===== src/rtl/arilla_bus_arbiter.sv =====
// ============================================================================
// Module   : arilla_bus_arbiter
// Brief    : Round-robin owner arbitration of the shared arilla bus, with read
//            turnaround and optional burst-limited forced rotation.
// Revision : 1.0 - initial release
// ============================================================================
`default_nettype none

module arilla_bus_arbiter #(
    parameter int NUM_MASTERS = 2,
    parameter int MAX_BURST   = 4,
    parameter int IDX_W       = $clog2(NUM_MASTERS)
) (
    input  logic                   clk,
    input  logic                   rst_n,
    input  logic [NUM_MASTERS-1:0] i_req,
    input  logic                   i_bus_read,
    input  logic                   i_bus_write,
    output logic [NUM_MASTERS-1:0] o_grant,
    output logic [IDX_W-1:0]       o_owner,
    output logic                   o_owner_valid,
    output logic                   o_turnaround
);

    localparam int c_cnt_w = (MAX_BURST > 0) ? $clog2(MAX_BURST + 1) : 1;
    localparam logic [c_cnt_w:0] c_cnt_max = (c_cnt_w + 1)'(MAX_BURST);

    typedef enum logic [1:0] {
        S_IDLE  = 2'd0,
        S_OWNED = 2'd1,
        S_TURN  = 2'd2
    } state_t;

    state_t                   r_state;
    state_t                   w_state_nxt;
    logic [IDX_W-1:0]         r_owner;
    logic [IDX_W-1:0]         w_owner_nxt;
    logic [IDX_W-1:0]         r_ptr;
    logic [IDX_W-1:0]         w_ptr_nxt;
    logic [c_cnt_w-1:0]       r_cnt;
    logic [c_cnt_w-1:0]       w_cnt_nxt;
    logic [NUM_MASTERS-1:0]   r_grant;
    logic                     r_owner_valid;
    logic                     r_turnaround;

    logic                     w_access;
    logic [c_cnt_w:0]         w_cnt_inc;
    logic [NUM_MASTERS-1:0]   w_owner_mask;
    logic                     w_owner_req;
    logic                     w_others;
    logic                     w_release;
    logic [IDX_W-1:0]         w_ptr_rel;
    logic [IDX_W:0]           w_pick_any;
    logic [IDX_W:0]           w_pick_rel;

    // Returns {found, index}: first set request at or after start, wrapping,
    // optionally skipping one excluded index.
    function automatic logic [IDX_W:0] f_pick(
        input logic [NUM_MASTERS-1:0] req,
        input logic [IDX_W-1:0]       start,
        input logic                   excl_en,
        input logic [IDX_W-1:0]       excl
    );
        logic [2*NUM_MASTERS-1:0] dbl;
        logic [IDX_W:0]           cand;
        logic                     found;
        logic [IDX_W-1:0]         sel;
        dbl   = {req, req} >> start;
        found = 1'b0;
        sel   = '0;
        for (int i = 0; i < NUM_MASTERS; i++) begin
            cand = {1'b0, start} + (IDX_W + 1)'(i);
            if (cand >= (IDX_W + 1)'(NUM_MASTERS)) begin
                cand = cand - (IDX_W + 1)'(NUM_MASTERS);
            end
            if (!found && dbl[i] && !(excl_en && (cand[IDX_W-1:0] == excl))) begin
                found = 1'b1;
                sel   = cand[IDX_W-1:0];
            end
        end
        return {found, sel};
    endfunction

    always_comb begin
        w_access     = i_bus_read | i_bus_write;
        w_cnt_inc    = {1'b0, r_cnt} + (c_cnt_w + 1)'(w_access);
        w_owner_mask = NUM_MASTERS'(1) << r_owner;
        w_owner_req  = |(i_req & w_owner_mask);
        w_others     = |(i_req & ~w_owner_mask);
        w_release    = !w_owner_req ||
                       ((MAX_BURST != 0) && (w_cnt_inc >= c_cnt_max) && w_others);
        w_ptr_rel    = (r_owner == IDX_W'(NUM_MASTERS - 1)) ? '0 : r_owner + IDX_W'(1);
        // A releasing owner searches from its successor, i.e. the updated pointer.
        w_pick_any   = f_pick(i_req, r_ptr, 1'b0, '0);
        w_pick_rel   = f_pick(i_req, w_ptr_rel, 1'b1, r_owner);
    end

    always_comb begin
        w_state_nxt = r_state;
        w_owner_nxt = r_owner;
        w_ptr_nxt   = r_ptr;
        w_cnt_nxt   = r_cnt;
        case (r_state)
            S_IDLE, S_TURN: begin
                if (w_pick_any[IDX_W]) begin
                    w_state_nxt = S_OWNED;
                    w_owner_nxt = w_pick_any[IDX_W-1:0];
                    w_cnt_nxt   = '0;
                end else begin
                    w_state_nxt = S_IDLE;
                end
            end
            S_OWNED: begin
                if (!w_release) begin
                    w_cnt_nxt = (w_cnt_inc > c_cnt_max) ? c_cnt_max[c_cnt_w-1:0]
                                                        : w_cnt_inc[c_cnt_w-1:0];
                end else begin
                    w_ptr_nxt = w_ptr_rel;
                    if (i_bus_read) begin
                        // Read data returns next cycle; keep the bus ownerless.
                        w_state_nxt = S_TURN;
                    end else if (w_pick_rel[IDX_W]) begin
                        w_owner_nxt = w_pick_rel[IDX_W-1:0];
                        w_cnt_nxt   = '0;
                    end else begin
                        w_state_nxt = S_IDLE;
                    end
                end
            end
            default: begin
                w_state_nxt = S_IDLE;
            end
        endcase
    end

    always_ff @(posedge clk or negedge rst_n) begin
        if (!rst_n) begin
            r_state <= S_IDLE;
        end else begin
            r_state <= w_state_nxt;
        end
    end

    always_ff @(posedge clk or negedge rst_n) begin
        if (!rst_n) begin
            r_owner       <= '0;
            r_ptr         <= '0;
            r_cnt         <= '0;
            r_grant       <= '0;
            r_owner_valid <= 1'b0;
            r_turnaround  <= 1'b0;
        end else begin
            r_owner       <= w_owner_nxt;
            r_ptr         <= w_ptr_nxt;
            r_cnt         <= w_cnt_nxt;
            r_grant       <= (w_state_nxt == S_OWNED) ? (NUM_MASTERS'(1) << w_owner_nxt) : '0;
            r_owner_valid <= (w_state_nxt == S_OWNED);
            r_turnaround  <= (w_state_nxt == S_TURN);
        end
    end

    assign o_grant       = r_grant;
    assign o_owner       = r_owner;
    assign o_owner_valid = r_owner_valid;
    assign o_turnaround  = r_turnaround;

endmodule

`default_nettype wire


===== config.mk =====
export PLATFORM = sky130hd
export DESIGN_NAME = arilla_bus_arbiter
export DESIGN_NICKNAME = d
export VERILOG_FILES = /design/src/rtl/arilla_bus_arbiter.sv
export SDC_FILE = /design/constraint.sdc
export NUM_CORES = 1
export LEC_CHECK = 0
export ABC_AREA = 0
export CAP_MARGIN = 0
export CELL_PAD_IN_SITES_DETAIL_PLACEMENT = 0
export CELL_PAD_IN_SITES_GLOBAL_PLACEMENT = 1
export CORE_UTILIZATION = 37
export CTS_CLUSTER_DIAMETER = 40
export CTS_CLUSTER_SIZE = 10
export DETAILED_ROUTE_END_ITERATION = 8
export PLACE_DENSITY = 0.83
export SYNTH_ARGS = -nofsm -noshare
export SYNTH_HDL_FRONTEND = slang
export SYNTH_SLANG_ARGS = --single-unit
export TNS_END_PERCENT = 10

===== constraint.sdc =====
create_clock -name clk -period 2.48 [get_ports clk]
set_input_delay 0.248 -clock clk [delete_from_list [all_inputs] [get_ports clk]]
set_output_delay 0.248 -clock clk [all_outputs]
set_load 0.05 [all_outputs]

After elaboration in Yosys (flattened, before gate mapping)
Cells that the tools add are included.
{ "totals": {"output_inout_bits": 5, "wordCells": 86, "ff_bits": 11, "in_bits": 6} }
{ "classes": {"n_bitwise": 4, "n_addsub": 8, "reduce_logical": 18, "n_lt_le_gt_ge": 6, "muxes": 30, "n_eq_ne": 9, "shift": 4} }
{ "op_table": {"columns": ["operator", "count"], "rows": [
  ["1-bit two-way mux", 18],
  ["3-bit two-way mux", 5],
  ["2-bit two-way mux", 4],
  ["4-bit by 1-bit >> shifter with 2-bit output", 2],
  ["3-bit != test (second input constant)", 2],
  ["3-bit case mux with 2 select lines", 1],
  ["2-bit OR reduction", 3],
  ["1-bit logical AND", 5],
  ["1-bit zero test", 5],
  ["1-bit by 1-bit adder with 2-bit output (second input constant)", 2],
  ["3-bit by 1-bit adder with 4-bit output", 1],
  ["2-bit AND", 2],
  ["2-bit by 1-bit equality test with 1-bit output (second input constant)", 2],
  ["2-bit equality test (second input constant)", 2],
  ["1-bit by 2-bit greater-or-equal comparator with 1-bit output (second input constant)", 2],
  ["2-bit greater-or-equal comparator (second input constant)", 2],
  ["4-bit by 3-bit greater-or-equal comparator with 1-bit output (second input constant)", 1],
  ["4-bit by 3-bit greater-than comparator with 1-bit output (second input constant)", 1],
  ["2-bit case mux with 2 select lines", 1],
  ["4-bit AND reduction", 1],
  ["1-bit by 1-bit left shift with 2-bit output (first input constant)", 2],
  ["1-bit subtractor (second input constant)", 4],
  ["1-bit equality test", 2],
  ["2-bit zero test", 1],
  ["8 further kinds", 8]
]} }

Logic depth before layout (Yosys ltp)
{ "depth": {"depth_word": 18, "depth_mapped": 8, "ltp_nobuf": 8} }

Worst setup path after synthesis
Ideal clock, no wire load.
{ "synth_path": {"path_kind": "input-to-reg", "startpoint": "input port i_bus_write", "endpoint": "register r_grant[0] (netlist: o_grant[0])", "slack_ns": 0.522, "path_buffers": 0, "path_stages": 7, "t_arrival_ns": 1.894, "setup_ns": 0.064, "required_ns": 2.416, "path_cell_list": "or2_2 -> ha_1 -> ha_1 -> a21oi_2 -> mux2_2 -> a31oi_1 -> and2_2"} }
{ "synth_via": {"elab_chain_len": 9, "elab_cells_between_ends": 12, "classes_between": "add/sub (1); order compare (1); eq/ne (1); shift (1); mux (5); bitwise (1); reduce/logical (2)"} }
{ "synth_lines": {"columns": ["element", "line", "text"], "rows": [
  ["start: declaration", "18", "input logic i_bus_write,"],
  ["1-bit OR *", "85", "w_access = i_bus_read | i_bus_write;"],
  ["3-bit by 1-bit adder with 4-bit output *", "86", "w_cnt_inc = {1'b0, r_cnt} + (c_cnt_w + 1)'(w_access);"],
  ["4-bit by 3-bit greater-or-equal comparator with 1-bit output *", "91", "((MAX_BURST != 0) && (w_cnt_inc >= c_cnt_max) && w_others);"],
  ["1-bit logical AND *", "91", null],
  ["1-bit logical OR *", "90", "w_release = !w_owner_req ||"],
  ["2-bit two-way mux / 1-bit two-way mux (equally long branches)", "114", "if (!w_release) begin"],
  ["2-bit case mux with 2 select lines / 1-bit case mux with 2 select lines (equally long branches)", "103", "case (r_state)"],
  ["2-bit by 1-bit equality test with 1-bit output / 1-bit by 1-bit left shift with 2-bit output (equally long branches)", "156", "r_grant <= (w_state_nxt == S_OWNED) ? (NUM_MASTERS'(1) << w_owner_nxt) : '0;"],
  ["2-bit two-way mux *", "156", null],
  ["end signal: assignment", "156", null],
  ["end: declaration", "42", "logic [NUM_MASTERS-1:0] r_grant;"]
]} }
Mark *: on every way between the ends. The rest lies on a longest branch, timed or not.
A chain may end at the register's enable or synchronous reset.

Final worst setup path
Ends and elaborated chain as after synthesis.

==> metrics <==
initial antenna violation count 0; FP Rows 14; Most used DFF post-synth dfrtp_1; Critical Path Max Stage Delay 430 ps; antenna cells 0; Post-synth EDFFs 0; Logic pwr share 51.0%; Max VDD drop 0.000652 V; fmax 0.445 GHz; asr flop ratio synth 100%; number of I/O pins 11; CP max stage cell clkdlybuf4s50_1; Ys Warns 0; Tmin final 2250 ps; synthesis-to-finish area growth 26.9%; Total GRT Usage 16.7%; most frequent CP cell ha_1; sequential share of power 35.6%; WL per Instance 13.6 µm; Setup Crit Path Kind primary input to flop; routability-driven placement congestion ratio 0.726; placed instance count 92; final setup skew 6.74 ps; die area 0.00178 mm²; hold buffer count at CTS 0; DR DRC count 0; share of cells above drive strength 1 15.0%; final setup fails 0; Worst-Skew Late Latency 260 ps; Worst Path Arrival 2450 ps; FF-to-FF path depth 6; final period utilization 90.7%; Worst Tran Pin Value 496 ps; Fin. Hold Viols 0; relative slew slack 66.8%; worst hold path type primary input to asynchronous set/reset pin; largest area contributor in the netlist dfrtp_1; DR vias 499; drt pass-1 iters 4; final net count 89; CTS tree done; H-tree lvl count 1; die height 42.2 µm; Synth cell types 25; crit-path cells clkdlybuf4s50_1 -> or2_2 -> ha_1 -> ha_1 -> a21oi_2 -> mux2_2 -> a31oi_1 -> and2_2; WP data required 2680 ps; initial core utilization 39.8%; final cell count without fillers 96; pwr/cell area 1140 mW/mm²; worst setup path start i_bus_write; IO Port Bufs 10; FF-to-FF Start r_cnt[0]; Max Cap Viol 0; number of gates resized after CTS 0; Worst R2R End o_grant[0]; RSZ-0062 raised after global routing false; vias in the first global route 502; GR Overflow Total 0; Tot Pwr 0.870 mW; Clock power frac 13.5%; DRT iter0 DRCs 7; clk root buf clkbuf_4; largest fanout on the critical path 3; post-DR vias/cell 5.20; Syn Nets 73; Synth Cell Area 599 µm²; Critical Path Start Type primary input; Worst setup EP type flop; post-synthesis sequential area ratio 45.9%; Clk pin slew, worst setup/hold paths 70 ps; Die W 42.2 µm; synth cell count leaders 11 x dfrtp_1, 7 x nor2_1, 5 x inv_1, 5 x o21ai_0; status finished clean; TNS Setup 0 ps; CTS Sinks 11; fillers 148; Post-DRT Antenna Nets 0; internal cell power 0.483 mW; Synth top area share 45.9%; Max Buffers Root-to-Sink 2; R2R setup slack 580 ps; register bit total from synthesis 11; first-pass GRT wire length 2210 µm; top cells by area, synth dfrtp_1 46%, nor2_1 4.4%, ha_1 4.2%; Post-Route WL 1310 µm; sw power 0.387 mW; top-count cell post-synth dfrtp_1; Core Footprint 0.00151 mm²; setup bufs post-CTS 0; final count of pins violating max slew 0; P_leak 0.327 nW; Syn Area/Cell 9.22 µm²; switching part of the total 44.5%; dpl hpwl 920 µm; cells after synthesis 65; largest net degree at the start of global routing 13; cts bufs inserted 3
## power groups by stage
stage / sequential (mW) / clock [mW] / combinational [mW]
2_1_floorplan: 0.402 / 0 / 0.211
3_3_place_gp: 0.313 / 0 / 0.439
3_5_place_dp: 0.310 / 0 / 0.440
4_1_cts: 0.308 / 0.124 / 0.445
5_1_grt: 0.317 / 0.132 / 0.481
6_report: 0.309 / 0.117 / 0.443
## stage by stage
step                      hold slack [ps]  utilization [%]  cell area [µm²]  setup WS (ps)
final                                 312             50.5              761            231
after global routing                  354             50.5              761            165
after floorplan                     -47.6                -              599            522
after detailed placement              557             48.8              734          -44.3
after CTS                             328             50.5              761            205
after global placement                546             48.8              734          -26.6
## worst max-delay path: cells and delay by family
kind	cells	cell delay, ps
multiplexers	1	360
buffers and inverters	1	430
adder cells (fa/ha/maj)	2	410
AO/OA/AOI/OAI	2	490
AND/OR/NAND/NOR	2	510
## cell families after synthesis
kind of cell	synth area share, %
multiplexers	1.88
buffers and inverters	4.38
AND/OR/NAND/NOR	18.0
AO/OA/AOI/OAI	25.7
adder cells (fa/ha/maj)	4.17
flip-flops	45.9
## layer usage
layer | wire, µm | track usage, % | up-vias
met5 | 0 | 0 | -
met3 | 40 | 4.31 | 0
li1 | - | - | 256
met4 | 0 | 5.63 | 0
met2 | 639 | 27.1 | 7
met1 | 629 | 21.6 | 236
## sequential cells by signal, summed over array words and instances (netlist names)
signal / flops
o_turnaround: 1
o_grant: 2
o_owner_valid: 1
r_ptr: 1
r_state: 2
o_owner: 1
r_cnt: 3
## worst max-delay path by stage
stage / to / cells past startpoint
after detailed placement: o_grant[0] / 8
final: o_grant[0] / 8
after CTS: o_grant[0] / 8
after global placement: o_grant[0] / 8
after global routing: o_grant[0] / 8
after floorplan: o_grant[0] / 7
## final cells by class
type                       instances  area [µm²]  share of cell area (%)
multi-input combinational         47         298                    39.1
timing repair buffer              13         123                    16.1
sequential                        11         275                    36.2
clock buffer                       4        26.3                    3.45
inverter                           5        18.8                    2.47
tap                               16        20.0                    2.63
## placed cells by master, fill, tap and decap left out, types with 2 or more instances in the layout
| cell | synthesis | final |
|---|---|---|
| o21ai_0 | 5 | 5 |
| ha_1 | 2 | 2 |
| dfrtp_1 | 11 | 11 |
| clkdlybuf4s50_1 | 0 | 10 |
| inv_1 | 5 | 5 |
| buf_4 | 0 | 3 |
| nand2_1 | 4 | 4 |
| nor2_1 | 7 | 7 |
| nand2b_1 | 2 | 2 |
| o22ai_1 | 3 | 3 |
| clkbuf_4 | 0 | 3 |
| nand3_1 | 2 | 2 |
| a31oi_1 | 2 | 2 |
| a21oi_1 | 4 | 4 |
| nor2b_1 | 4 | 4 |
No activity file was read; power rests on OpenSTA's default activity.
